[src/rtl/posit_pkg.sv]
// rtl/posit_pkg.sv - shared constants and types for the fp32 <-> posit<32,2> converters
package posit_pkg;

    localparam int NBITS     = 32;
    localparam int ES        = 2;
    localparam int FP32_BIAS = 127;
    localparam int SCALE_MAX = 120;
    localparam int SCALE_MIN = -120;

    localparam logic [NBITS-1:0] NAR    = 32'h8000_0000;
    localparam logic [NBITS-1:0] MAXPOS = 32'h7FFF_FFFF;
    localparam logic [NBITS-1:0] MINPOS = 32'h0000_0001;

    typedef enum logic [2:0] {
        IDLE,
        UNPACK,
        TERM,
        SHIFT,
        ROUND,
        DONE
    } conv_state_t;

    typedef enum logic [2:0] {
        CLS_NAR,
        CLS_ZERO,
        CLS_MIN,
        CLS_MAX,
        CLS_NORM
    } fp_class_t;

endpackage

[src/rtl/fp32_to_posit32_if.sv]
// rtl/fp32_to_posit32_if.sv - operand/result handshake bundle for the fp32 -> posit converter
interface fp32_to_posit32_if;
    import posit_pkg::*;

    logic             in_valid;
    logic             in_ready;
    logic [31:0]      fp_in;
    logic [1:0]       fp_flag;
    logic             out_valid;
    logic             out_ready;
    logic [NBITS-1:0] posit_out;
    logic             out_nar;

    modport master (
        output in_valid, fp_in, fp_flag, out_ready,
        input  in_ready, out_valid, posit_out, out_nar
    );

    modport slave (
        input  in_valid, fp_in, fp_flag, out_ready,
        output in_ready, out_valid, posit_out, out_nar
    );

endinterface

[src/rtl/fp32_classify.sv]
// rtl/fp32_classify.sv - classifies a binary32 word and derives posit regime/exponent fields
module fp32_classify
    import posit_pkg::*;
(
    input  logic [31:0]   fp_in,
    input  logic [1:0]    fp_flag,
    output fp_class_t     cls,
    output logic          sign,
    output logic [ES-1:0] e,
    output logic [4:0]    run,
    output logic          fill
);

    logic [7:0]         exp_f;
    logic [22:0]        frac;
    logic signed [8:0]  scale;
    logic signed [8:0]  k;
    logic signed [8:0]  neg_k;

    assign exp_f = fp_in[30:23];
    assign frac  = fp_in[22:0];
    assign sign  = fp_in[31];

    assign scale = $signed({1'b0, exp_f}) - 9'(FP32_BIAS);
    assign k     = scale >>> 2;
    assign neg_k = -k;
    assign e     = scale[ES-1:0];
    assign fill  = ~k[8];

    // run covers the regime fill bits only; the terminator is shifted separately
    assign run   = k[8] ? neg_k[4:0] : k[4:0] + 5'd1;

    always_comb begin
        cls = CLS_NORM;
        if (fp_flag == 2'b01 || fp_flag == 2'b11 || exp_f == 8'hFF) begin
            cls = CLS_NAR;
        end else if (exp_f == 8'h00 && frac == 23'd0) begin
            cls = CLS_ZERO;
        end else if (exp_f == 8'h00 || int'(scale) < SCALE_MIN) begin
            cls = CLS_MIN;
        end else if (int'(scale) > SCALE_MAX) begin
            cls = CLS_MAX;
        end
    end

endmodule

[src/rtl/fp32_to_posit32.sv]
// rtl/fp32_to_posit32.sv - serial binary32 to posit<32,2> converter, one regime bit per cycle
module fp32_to_posit32
    import posit_pkg::*;
(
    input  logic                clk,
    input  logic                rst,
    fp32_to_posit32_if.slave    bus
);

    conv_state_t      state;
    conv_state_t      next_state;

    logic [31:0]      op_fp;
    logic [1:0]       op_flag;
    logic             sign_r;
    logic [63:0]      w;
    logic             fill;
    logic [4:0]       run_r;
    logic [4:0]       cnt;
    logic             out_valid_r;
    logic [NBITS-1:0] posit_r;
    logic             nar_r;

    fp_class_t        c_cls;
    logic             c_sign;
    logic [ES-1:0]    c_e;
    logic [4:0]       c_run;
    logic             c_fill;

    logic [30:0]      body;
    logic             guard;
    logic             sticky;
    logic [31:0]      mag;
    logic [31:0]      mag_c;
    logic [31:0]      rounded;

    fp32_classify u_classify (
        .fp_in   (op_fp),
        .fp_flag (op_flag),
        .cls     (c_cls),
        .sign    (c_sign),
        .e       (c_e),
        .run     (c_run),
        .fill    (c_fill)
    );

    always_ff @(posedge clk or negedge rst) begin
        if (!rst) begin
            state <= IDLE;
        end else begin
            state <= next_state;
        end
    end

    always_comb begin
        next_state = state;
        case (state)
            IDLE:    if (bus.in_valid) next_state = UNPACK;
            UNPACK: begin
                case (c_cls)
                    CLS_NAR, CLS_ZERO: next_state = DONE;
                    CLS_MIN, CLS_MAX:  next_state = ROUND;
                    default:           next_state = TERM;
                endcase
            end
            TERM:    next_state = SHIFT;
            SHIFT:   if (cnt == run_r - 5'd1) next_state = ROUND;
            ROUND:   next_state = DONE;
            DONE:    if (out_valid_r && bus.out_ready) next_state = IDLE;
            default: next_state = IDLE;
        endcase
    end

    always_comb begin
        bus.in_ready  = (state == IDLE);
        bus.out_valid = out_valid_r;
        bus.posit_out = posit_r;
        bus.out_nar   = nar_r;
    end

    // Round to nearest even on the 31-bit body, then keep the result off zero and NaR
    always_comb begin
        body    = w[63:33];
        guard   = w[32];
        sticky  = |w[31:0];
        mag     = {1'b0, body} + {31'd0, guard & (sticky | body[0])};
        mag_c   = mag;
        if (mag > MAXPOS) begin
            mag_c = MAXPOS;
        end else if (mag == 32'd0) begin
            mag_c = MINPOS;
        end
        rounded = sign_r ? (~mag_c + 32'd1) : mag_c;
    end

    always_ff @(posedge clk or negedge rst) begin
        if (!rst) begin
            op_fp       <= '0;
            op_flag     <= '0;
            sign_r      <= 1'b0;
            w           <= '0;
            fill        <= 1'b0;
            run_r       <= '0;
            cnt         <= '0;
            out_valid_r <= 1'b0;
            posit_r     <= '0;
            nar_r       <= 1'b0;
        end else begin
            case (state)
                IDLE: begin
                    if (bus.in_valid) begin
                        op_fp   <= bus.fp_in;
                        op_flag <= bus.fp_flag;
                    end
                end
                UNPACK: begin
                    sign_r <= c_sign;
                    cnt    <= '0;
                    nar_r  <= 1'b0;
                    case (c_cls)
                        CLS_NAR: begin
                            posit_r <= NAR;
                            nar_r   <= 1'b1;
                        end
                        CLS_ZERO: posit_r <= '0;
                        // Saturated magnitudes ride through ROUND with zero guard/sticky
                        CLS_MIN:  w <= {MINPOS[30:0], 33'd0};
                        CLS_MAX:  w <= {MAXPOS[30:0], 33'd0};
                        default: begin
                            w     <= {c_e, op_fp[22:0], 39'd0};
                            run_r <= c_run;
                            fill  <= c_fill;
                        end
                    endcase
                end
                TERM:  w <= {~fill, w[63:1]};
                SHIFT: begin
                    w   <= {fill, w[63:1]};
                    cnt <= cnt + 5'd1;
                end
                ROUND: posit_r <= rounded;
                DONE: begin
                    if (!out_valid_r) begin
                        out_valid_r <= 1'b1;
                    end else if (bus.out_ready) begin
                        out_valid_r <= 1'b0;
                    end
                end
                default: ;
            endcase
        end
    end

endmodule
[src/flat_wrapper.sv]
// flat-port wrapper written by rule: the top's interface ports become plain ports
module fp32_to_posit32_flat import posit_pkg::*;
  (clk, rst, bus_in_valid, bus_fp_in, bus_fp_flag, bus_out_ready, bus_in_ready, bus_out_valid, bus_posit_out, bus_out_nar);
  fp32_to_posit32_if bus_i ();
  input  logic clk;
  input  logic rst;
  input wire logic [$bits(bus_i.in_valid)-1:0] bus_in_valid;
  input wire logic [$bits(bus_i.fp_in)-1:0] bus_fp_in;
  input wire logic [$bits(bus_i.fp_flag)-1:0] bus_fp_flag;
  input wire logic [$bits(bus_i.out_ready)-1:0] bus_out_ready;
  output wire logic [$bits(bus_i.in_ready)-1:0] bus_in_ready;
  output wire logic [$bits(bus_i.out_valid)-1:0] bus_out_valid;
  output wire logic [$bits(bus_i.posit_out)-1:0] bus_posit_out;
  output wire logic [$bits(bus_i.out_nar)-1:0] bus_out_nar;
  assign bus_i.in_valid = bus_in_valid;
  assign bus_i.fp_in = bus_fp_in;
  assign bus_i.fp_flag = bus_fp_flag;
  assign bus_i.out_ready = bus_out_ready;
  assign bus_in_ready = bus_i.in_ready;
  assign bus_out_valid = bus_i.out_valid;
  assign bus_posit_out = bus_i.posit_out;
  assign bus_out_nar = bus_i.out_nar;
  fp32_to_posit32 u_core (.clk(clk), .rst(rst), .bus(bus_i));
endmodule
[config.mk]
export PLATFORM = sky130hd
export DESIGN_NAME = fp32_to_posit32_flat
export DESIGN_NICKNAME = d
export VERILOG_FILES = /design/src/rtl/posit_pkg.sv /design/src/rtl/fp32_to_posit32_if.sv /design/src/rtl/fp32_classify.sv /design/src/rtl/fp32_to_posit32.sv /design/src/flat_wrapper.sv
export SDC_FILE = /design/constraint.sdc
export NUM_CORES = 1
export LEC_CHECK = 0
export CORE_ASPECT_RATIO = 0.8
export CORE_UTILIZATION = 53
export DETAILED_ROUTE_END_ITERATION = 6
export PLACE_DENSITY = 0.77
export SLEW_MARGIN = 20
export SYNTH_ARGS = -nofsm -noshare
export SYNTH_HDL_FRONTEND = slang
export SYNTH_SLANG_ARGS = --single-unit
[constraint.sdc]
create_clock -name clk -period 3.55 [get_ports clk]
set_input_delay 0.71 -clock clk [delete_from_list [all_inputs] [get_ports clk]]
set_output_delay 0.71 -clock clk [all_outputs]
set_load 0.02 [all_outputs]
# Yosys cells after proc, flatten, opt, wreduce, memory -nomap -nowiden
# Index checks and enable logic that the tools add are counted.
# totals
output_inout_bits	35
in_bits	38
reg_bits	147
# classes
n_mux	21
magnitude_cmp	3
bitwise_logic	6
reduce_logical	22
add_sub_neg	7
eq_ne	17
# op_table
cell	n
$pmux W64 S3	2
$pmux W32 S2	2
$mux W32	3
$add A31 B1 Y32	1
$add A32 B1 Y32 const B	1
$gt A32 B31 Y1 const B	1
$logic_not A32 Y1	1
$not A32 Y32	1
$reduce_or A32 Y1	1
$logic_not A23 Y1	1
$mux W3	7
$pmux W3 S6	1
$eq A3 B2 Y1 const B	4
$add A5 B1 Y5 const B	2
$pmux W5 S2	1
$gt A9 B8 Y1 const B	1
$lt A9 B8 Y1 const B	1
$sub A8 B7 Y9 const B	1
$eq A8 B8 Y1 const B	1
$logic_not A8 Y1	1
$reduce_and A2 Y1	4
$eq A3 B1 Y1 const B	2
$eq A3 B3 Y1 const B	2
$logic_not A3 Y1	2
21 further kinds	32

# Longest topological paths before layout
# Gate-level depths: netlist (run 1).
# depth
ltp_word	11
depth_mapped	19

# Modules after synthesis
# From an unflattened synthesis (run 1), not the netlist that was laid out.
# unflattened
cells_unflattened	918
area_unflattened_um2	8674.6
# by_module_without_submodules
module	n_inst	seq_area_each_um2	cells_per_inst	area_per_inst_um2
fp32_to_posit32	1	3678.5	842	8099.0
fp32_classify	1	0.0	76	575.6

# Worst setup path before layout (run 1)
# Ideal clock, no wire load.
# synth_path
path_kind	flip-flop to flip-flop
start	register u_core.w[33]
end	register u_core.posit_r[30], in the netlist u_core.bus.posit_out[30]
arrival_time_ns	3.817
setup_slack_ns	-0.388
t_required_ns	3.429
path_buffers	2
stages_incl_launch_ff	19
setup_time_ns	0.121
path_cell_list	dfrtp_1 -> and2_1 -> ha_1 -> buf_2 -> nand3_2 -> nor4_4 -> nand4_2 -> mux2_2 -> o211ai_2 -> nor3_4 -> buf_6 -> nor3_1 -> ha_1 -> nand4_1 -> nor4_1 -> nand4_1 -> o31ai_1 -> xor2_1 -> a22o_1
# synth_via
elab_chain_len	10
word_cells_on_any_way	11
classes_between	2 x add/sub; 1 x order compare; 4 x mux; 3 x bitwise; 1 x reduce/logical
# synth_lines
item	line_no	rtl
start: declaration	fp32_to_posit32.sv:16	logic [63:0] w;
start signal: assignment	fp32_to_posit32.sv:127	CLS_MIN: w <= {MINPOS[30:0], 33'd0};
start signal: assignment	fp32_to_posit32.sv:128	CLS_MAX: w <= {MAXPOS[30:0], 33'd0};
start signal: assignment	fp32_to_posit32.sv:130	w <= {c_e, op_fp[22:0], 39'd0};
$or A1 B1 Y1	fp32_to_posit32.sv:86	mag = {1'b0, body} + {31'd0, guard & (sticky | body[0])};
$and A1 B1 Y1	fp32_to_posit32.sv:86	
$add A31 B1 Y32 (*)	fp32_to_posit32.sv:86	
branches (longest 2 deep; another with $gt A32 B31 Y1)	-	
$mux W32 (*)	fp32_to_posit32.sv:88	if (mag > MAXPOS) begin
$not A32 Y32	fp32_to_posit32.sv:93	rounded = sign_r ? (~mag_c + 32'd1) : mag_c;
$add A32 B1 Y32	fp32_to_posit32.sv:93	
$mux W32 (*)	fp32_to_posit32.sv:93	
$pmux W32 S2 (*)	fp32_to_posit32.sv:109	case (state)
end signal: assignment	fp32_to_posit32.sv:141	ROUND: posit_r <= rounded;
end: declaration	fp32_to_posit32.sv:21	logic [NBITS-1:0] posit_r;
# Mark *: on every way between the ends.
# A chain may end at the register's enable or synchronous reset.

# Final worst setup path (run 1)
# layout_path
start	register u_core.w[40]
end	register u_core.posit_r[24], in the netlist u_core.bus.posit_out[24]
# layout_via
elab_chain_len	8
word_cells_on_any_way	9
classes_between	2 x add/sub; 1 x order compare; 4 x mux; 1 x bitwise; 1 x reduce/logical
# layout_lines
item	line_no
$add A31 B1 Y32 (*)	fp32_to_posit32.sv:86
branches (longest 2 deep; another with $gt A32 B31 Y1)	-
$mux W32 (*)	fp32_to_posit32.sv:88
$not A32 Y32	fp32_to_posit32.sv:93
$add A32 B1 Y32	fp32_to_posit32.sv:93
$mux W32 (*)	fp32_to_posit32.sv:93
$pmux W32 S2 (*)	fp32_to_posit32.sv:109
# Marked as above.

==> results.md, run 1 <==
- The CTS tree is yes.
- The share of the core filled with cells is 67.3%.
- Cells with a size suffix above 1 make up 17.3% of the layout.
- The largest net degree at the start of global routing is 77.
- The total area inside the core boundary comes to 16,000 µm².
- The die is 146 µm wide.
- Summed over its instances, the top area cell type makes up 41.5% of the synthesized netlist area.
- The initialized floorplan defines 41 standard-cell rows.
- The endpoint of the worst register-to-register path is u_core.bus.posit_out[24].
- The share of the Yosys chip area taken by registers is 41.5%.
- The number of global-route vias before repair was 7,080.
- Each instance of the synthesized netlist takes up on average 8.63 µm².
- The number of slew-limit violations in the final report is 0.
- The highest net fanout along the worst path is 8.
- The library cell appearing most often on the critical path is nand4_1.
- For this run, the post-layout net count is 1,156.
- The floorplan step defined a die boundary enclosing 17,100 µm².
- The routed design has 21,500 µm of wire.
- The number of antenna violations at the first check in global routing is 0.
- For this design the static power due to leakage is 4.62 nW.
- The I/O pin count is 73.
- In this run the remaining antenna-violating nets after routing total 0.
- The number of storage elements in the synthesis netlist is 146.
- Setup violations remaining at the end of the flow were counted as 0.
- The worst hold slack across all endpoints is 314 ps.
- The required time of the critical path is 3890 ps.
- The worst register-to-register path has a depth of 15.
- The startpoint class of the critical path is a flip-flop.
- Setup slack closes at 60.6 ps.
- Setup slack on the worst reg-to-reg path comes out at 60 ps.
- The worst setup skew after layout is 9.40 ps.
- Compared with the post-synthesis result, the final layout area differs by 22.5%.
- The number of flops mapped to enable cells by yosys is 0.
- For this run, asynchronously set or reset flops after synthesis account for 100%.
- The top achievable clock speed is 287 MHz.
- During placement, the flow inserted port buffers numbering 71.
- The number of vias after detailed routing is 7,655.
- The synthesized design spends more area on one cell type than any other, namely dfrtp_1.
- Synthesis instantiated 75 different standard cells from the library.
- The maximum clock path buffer count is 2.
- The power density over cell area is 873 nW/µm².
- The nature of the critical path endpoint is a flip-flop.
- 0 antenna diodes ended up in the layout.
- The worst-case IR drop observed on VDD is 0.591 mV.
- In this design, the stage delay of the slowest critical-path cell is 500 ps.
- Clock-pin slew was measured on the worst setup and hold paths at 60 ps.
- The mapped netlist covers 8800 µm².
- The hold violation count in the final report came to 0.
- After the first detailed-routing iteration, the DRC count stood at 553.
- CTS built an H-tree with a depth of 4.
- The starting density of the core is 55.0%.
- The relative max-transition margin is 19.7%.
- The number of clock buffers inserted by TritonCTS is 17.
- The reg-to-reg critical path startpoint is u_core.w[40].
- The first-pass GRT wire length is 36,200 µm.
- Across the whole layout, storage elements account for 3650 µm².
- The slowest stage of the critical path is the or4_1 cell.
- By area the synthesized netlist is led by dfrtp_1 42%, nand2_1 8.0%, mux2_2 4.9%.
- The slew at the pin closest to its max-slew limit is 1200 ps.
- The total global-route track usage is 26.7%.
- The count of fill cells added during filler insertion is 1,303.
- At the later pin of the worst-skew pair, clock insertion delay measures 430 ps.
- The worst slack after detailed placement is -5.29 ps.
- The average vias per placed instance is 5.73.
- The number of instances in the synthesized netlist is 1,019.
- The worst hold path belongs to the class in -> async.
- For this run, the number of Yosys warnings is 0.
- The data arrival time of the critical path is 3830 ps.
- The critical path goes through nand4_4 -> buf_4 -> or2_4 -> or4_1 -> a31oi_1 -> nand4b_1 -> nor3_4 -> nor3_2 -> ha_2 -> nand4_1 -> nor4_4 -> nand4_1 -> nand2b_1 -> mux2_2 -> o21ai_0.
- Of the available clock period, the critical path in the final layout requires 98.3%.
- In the synthesized netlist the dominant register cell turns out to be dfrtp_1.
- The die span in y is 117 µm.
- The detailed-route wire length per cell is 16.0 µm.
- Detailed placement finished with a half-perimeter wire length of 15,200 µm.
- Clock tree synthesis found a total of 146 sinks.
- The total overflow left after global routing is 0.
- The multi-input combinational cells in the finished layout cover a total of 4840 µm².
- Adding up every negative setup slack in the final design gives 0 ps.
- The placer's final routability congestion estimate is 0.941.
- After detailed routing, the number of remaining DRC violations is 0.
- Setup repair after global routing could not meet its margin everywhere.
- The tree is rooted in a clkbuf_16.
- Across the run, the number of max-cap violations was 0.
- The smallest clock period supported by the final layout is computed as 3490 ps.
- The type of the worst setup path is reg -> reg.
- The run finished with clean final reports.
- The total iterations of the first detailed-routing run is 6.
- The post-synth net total is 1,066.
## Yosys cell counts, types with 5 or more instances
cell type / instances
nor3_1: 23
o21ai_1: 8
nand2_1: 188
nand4_1: 23
nand3_1: 41
o211ai_1: 5
clkbuf_1: 50
or3_1: 6
buf_1: 10
a22o_1: 5
inv_1: 16
dfrtp_1: 146
o31ai_1: 30
nand2b_1: 6
buf_2: 14
nor2_1: 67
a21oi_1: 48
xor2_1: 28
mux2_2: 38
and3_1: 13
xnor2_1: 37
and2_1: 9
nor4_1: 23
ha_1: 9
mux2i_1: 9
o21ai_0: 83
## power breakdown
group / leakage [nW] / internal, W / switching [W]
logic: 2.45 / 0.00200 / 0.00266
clock network: 0.296 / 0.00114 / 0.000703
registers: 1.88 / 0.00224 / 0.000656
## worst max-delay path by stage
stage	start	end	slack [ps]	cells after the start
CTS	u_core.w[33]	u_core.bus.posit_out[24]	-30	16
global placement	u_core.w[33]	u_core.bus.posit_out[30]	70	16
detailed placement	u_core.w[33]	u_core.bus.posit_out[30]	-5	16
global route	u_core.w[32]	u_core.bus.posit_out[24]	-160	16
finish	u_core.w[40]	u_core.bus.posit_out[24]	60	15
floorplan	u_core.w[33]	u_core.bus.posit_out[30]	-80	18
## registers in the layout, indices dropped and copies added, names as in the netlist
register and count:
u_core.bus.posit_out 32, u_core.w 64, u_core.run_r 5, u_core.bus.out_valid 1, u_core.op_fp 32, u_core.sign_r 1
u_core.cnt 5, u_core.bus.out_nar 1, u_core.state 3, u_core.fill 1, u_core.op_flag 1
## placed cells by master, fill, tap and decap left out, drive strengths merged, types with 7 or more instances in the layout
cell           netlist  layout
clkbuf              52      20
o31ai               30      30
and2                 9       9
and3                13      13
clkdlybuf4s50        0      70
buf                 28      81
ha                   9       9
nor4                28      28
o21ai               93      93
nand4               26      26
mux2                38      38
inv                 16      17
xnor2               37      37
mux2i                9       9
nor3                26      26
nand3               45      45
nor2                67      67
a21oi               48      48
dfrtp              146     146
or3                  7       7
xor2                28      28
nand2              188     188
## metal layers
layer  wire length, µm  up-vias  GRT usage, %
met5                 0        -             0
met4               221        0          8.26
met3              1140       20          4.46
met2              9220      222          40.3
met1             10900     3622          39.4
li1                  -     3791             -
## cells by family (layout without fill, tap and decap cells)
group                      Yosys count  in the layout  synth area share, %
xor gates and xnor gates            65             65                 6.47
adders and majority gates            9              9                 1.28
DFF                                146            146                 41.5
and+or+nand+nor                    437            437                 24.9
AOI/OAI and AO/OA                  219            219                 15.3
muxes                               47             47                 5.89
buffers and inverters               96            199                 4.62
## cell type report
class                      count  area share, %
multi-input combinational    777           44.9
sequential                   146           33.9
inverter                      16          0.557
clock inverter                12           1.44
timing repair buffer         151           12.4
clock buffer                  20           4.24
tap                          215           2.50
## stage by stage
stage,std cells,total power (W),cell area [µm²]
after floorplan,1019,0.00597,8820
after global placement,1303,0.00730,10100
after detailed placement,1303,0.00741,10100
after CTS,1335,0.00933,10700
after global routing,1337,0.0101,10800
final,1337,0.00940,10800
## critical path: cells and delay by family (launching register included)
kind                       cells  cell delay [ps]
and+or+nand+nor               10             1900
buffers and inverters          1              210
DFF                            1              390
AOI/OAI and AO/OA              2              370
adders and majority gates      1              190
muxes                          1              340
## repair_timing
item                                    CTS  global route
hold endpoints to repair                  0             0
cloned                                    0             0
endpoints found under the setup margin    2            10
pin swaps                                 0             1
hold buffers                              0             0
setup buffers                             0             2
resized for setup                         1            18
(Power assumes the default switching activity.)
==> inputs of run 2 (changes only) <==
Settings changed: CAP_MARGIN set to 10, PLACE_DENSITY 0.77 to not set, PLACE_DENSITY_LB_ADDON set to 0.25.
==> results.md, run 2 (synthesis gave the netlist of run 1 again) <==
- The total power of the final layout is 0.00943 W.
- The later pin in the worst-skew pair is clocked with a latency of 430 ps.
- The maximum clock path buffer count is 2.
- Setup violations remaining at the end of the flow were counted as 0.
- Setup repair after global routing could not meet its margin everywhere.
- The count of fill cells added during filler insertion is 1,308.
- The startpoint class of the critical path is a flip-flop.
- After clock tree synthesis, the clock-pin slew on the worst setup and hold paths is 70 ps.
- The number of global-route vias before repair came to 7,035.
- The required time of the critical path is 3870 ps.
- The DRC marker count from the first detailed-route iteration is 578.
- The final period demand of the worst path is 3420 ps.
- The cell row count is 41.
- The leakage component of the power is 4.64 nW.
- The antenna diode instance count is 0.
- At the pin with the least slew margin, the transition time is 781 ps.
- The final reports fail on DRC.
- The number of cells on the worst reg-to-reg path is 14.
- In this run the critical register-to-register path is captured at u_core.bus.posit_out[30].
- In this design, the stage delay of the slowest critical-path cell is 400 ps.
- The die width is 146 µm.
- Dividing total power by cell area gives a power density of 875 nW/µm².
- Using the TritonRoute via totals, the vias-per-cell ratio works out to 5.72.
- In this run the worst path has a maximum fanout of 7.
- The critical path's slowest cell is dfrtp_1.
- The flip-flop and latch area is 3660 µm².
- The worst vdd rail ir drop is 0.644 mV.
- The critical path is of the reg -> reg type.
- Walking the worst path, the cells encountered are nand4_4 -> nor4_4 -> nand4_2 -> mux2_4 -> o211ai_2 -> nor3_4 -> nor3_2 -> ha_2 -> nand4_1 -> nor4_2 -> nand4_1 -> o31ai_2 -> xor2_1 -> a22o_1.
- The reg-to-reg setup timing slack is 130 ps.
- The total number of H-tree levels is 4.
- The total wirelength of the detailed-routed design is 21,500 µm.
- The proportion of layout cells with a drive suffix above 1 is 17.1%.
- Grouping stages by cell kind, the critical path spends the most delay in simple AND/OR/NAND/NOR gates.
- The data arrival time of the critical path is 3740 ps.
- The first detailed-routing pass took 7 iterations.
- The flip-flop count of the largest register, all copies and words added is 64.
- The cell sitting at the root of the clock tree is a clkbuf_16.
- In the routed design, unresolved DRC markers number 3.
- The flow ran to the end, but the final reports show violations.
- The number of antenna violations at the first check in global routing is 0.
- The library cells used most frequently in the layout, excluding fill and tap cells, are 188 x nand2_1, 144 x dfrtp_1, 80 x o21ai_0, 77 x buf_4, 70 x clkdlybuf4s50_1.
- The relative max-transition margin is 47.9%.
- The number of clock buffers inserted by TritonCTS is 17.
- The CTS sink count is 146.
- Once detailed placement completed, the half-perimeter wirelength came to 15,300 µm.
- The largest net degree at the start of global routing is 83.
- Global routing used 26.6% of the available tracks.
- The number of slew-limit violations in the final report is 0.
- Counting stages on the worst path, the most repeated cell is nand4_1.
- The die covers 17,100 µm².
- At the end of routability-driven placement, the weighted congestion stood at 0.936.
- The remaining antenna violation count after routing is 0.
- In this run the critical register-to-register path is launched from u_core.w[40].
- Together, buffers and inverters on the worst path number 0.
- The first-pass GRT wire length is 36,200 µm.
- The number of vias after detailed routing is 7,645.
- The I/O pin count is 73.
- At the end of the flow the core is filled with cells to 67.4%.
- For this run, the post-layout net count is 1,155.
- In this run the tool buffered the top-level ports with 71 buffer cells.
- The detailed-route wire length per cell is 16.1 µm.
- In this run the worst hold path is classified as in -> async.
- The floorplan step defined a core boundary enclosing 16,000 µm².
- Static timing analysis puts the maximum clock frequency at 292 MHz.
- The register bank with the most flops is u_core.w.
- The share of the clock period used by the worst path after layout is 96.4%.
- The area growth from synthesis to layout is 22.6%.
- The count of max-cap constraint violations is 0.
- The nature of the critical path endpoint is a flip-flop.
- After global routing the overflow that remains totals 0.
- The die span in y is 117 µm.
- Leaving out fill and tap cells, the most frequent cell in the layout is nand2_1.
- The worst setup skew after layout is 15.4 ps.
- The initial utilization of the core area, before any placement, comes to 55.0%.
- The CTS tree is yes.
- The hold violation count in the final report was 0.
- The multi-input gate area in the final layout is 4840 µm².
-- run 2: cell types whose count changed in the layout (fill, tap and decap cells not counted), sizes merged --
| cell | change |
|---|---|
| inv | +4 |
| clkbuf | -3 |
| clkinv | -3 |
| buf | -1 |
| bufinv | +1 |
| clkinvlp | +1 |
-- run 2: report_power, final --
part / total [W] / leakage, nW / switching [W] / internal (W)
combinational: 0.00458 / 2.46 / 0.00260 / 0.00198
clock: 0.00192 / 0.302 / 0.000739 / 0.00119
sequential: 0.00293 / 1.87 / 0.000692 / 0.00224
-- run 2: timing repair --
item,4_1_cts,5_1_grt
buffers inserted,0,2
endpoints found under the setup margin,0,10
hold buffers,0,0
resized for setup,0,15
hold endpoints to repair,0,0
-- run 2: layout make-up --
type                            instances  share of cell area, %
Timing Repair Buffer                  150                   12.3
Sequential cell                       146                   33.9
Clock buffer                           17                   3.95
Inverter                               16                  0.557
Tap cell                              215                   2.50
Clock inverter                         15                   1.89
Multi-Input combinational cell        777                   44.9
-- run 2: how the worst max path moves through the flow --
stage          slack (ps)                        to  cells after the start         start
4_1_cts                 9  u_core.bus.posit_out[30]                     17  u_core.w[32]
3_5_place_dp           40  u_core.bus.posit_out[30]                     17  u_core.w[33]
3_3_place_gp           60  u_core.bus.posit_out[30]                     17  u_core.w[33]
5_1_grt              -130  u_core.bus.posit_out[24]                     17  u_core.w[33]
2_1_floorplan         -80  u_core.bus.posit_out[30]                     18  u_core.w[33]
6_report              130  u_core.bus.posit_out[30]                     14  u_core.w[40]
-- run 2: worst register-to-register path, cell delays in order (launching register included) --
cell,delay (ps)
dfrtp_1,400
nand4_4,200
nor4_4,380
nand4_2,170
mux2_4,330
o211ai_2,210
nor3_4,80
nor3_2,160
ha_2,210
nand4_1,120
nor4_2,250
nand4_1,250
o31ai_2,300
xor2_1,100
a22o_1,180
-- run 2: metal layers --
metal	share of wire (%)	GRT usage, %	vias up	wire length (µm)
met1	50	39.8	3587	10800
met4	1.0	6.81	0	222
li1	-	-	3794	-
met3	5.7	4.73	19	1210
met5	0	0	-	0
met2	43	39.7	245	9240
-- run 2: through the flow --
step | hold WS, ps | TNS (ps) | instance area, µm² | setup slack (ps) | instances
after CTS | 371 | 0 | 10700 | 8.81 | 1334
final | 334 | 0 | 10800 | 126 | 1336
after global placement | 460 | 0 | 10100 | 61.6 | 1302
after detailed placement | 470 | 0 | 10100 | 43.8 | 1302
after floorplan | 414 | -130 | 8820 | -82.9 | 1019
after global routing | 385 | -526 | 10800 | -125 | 1336
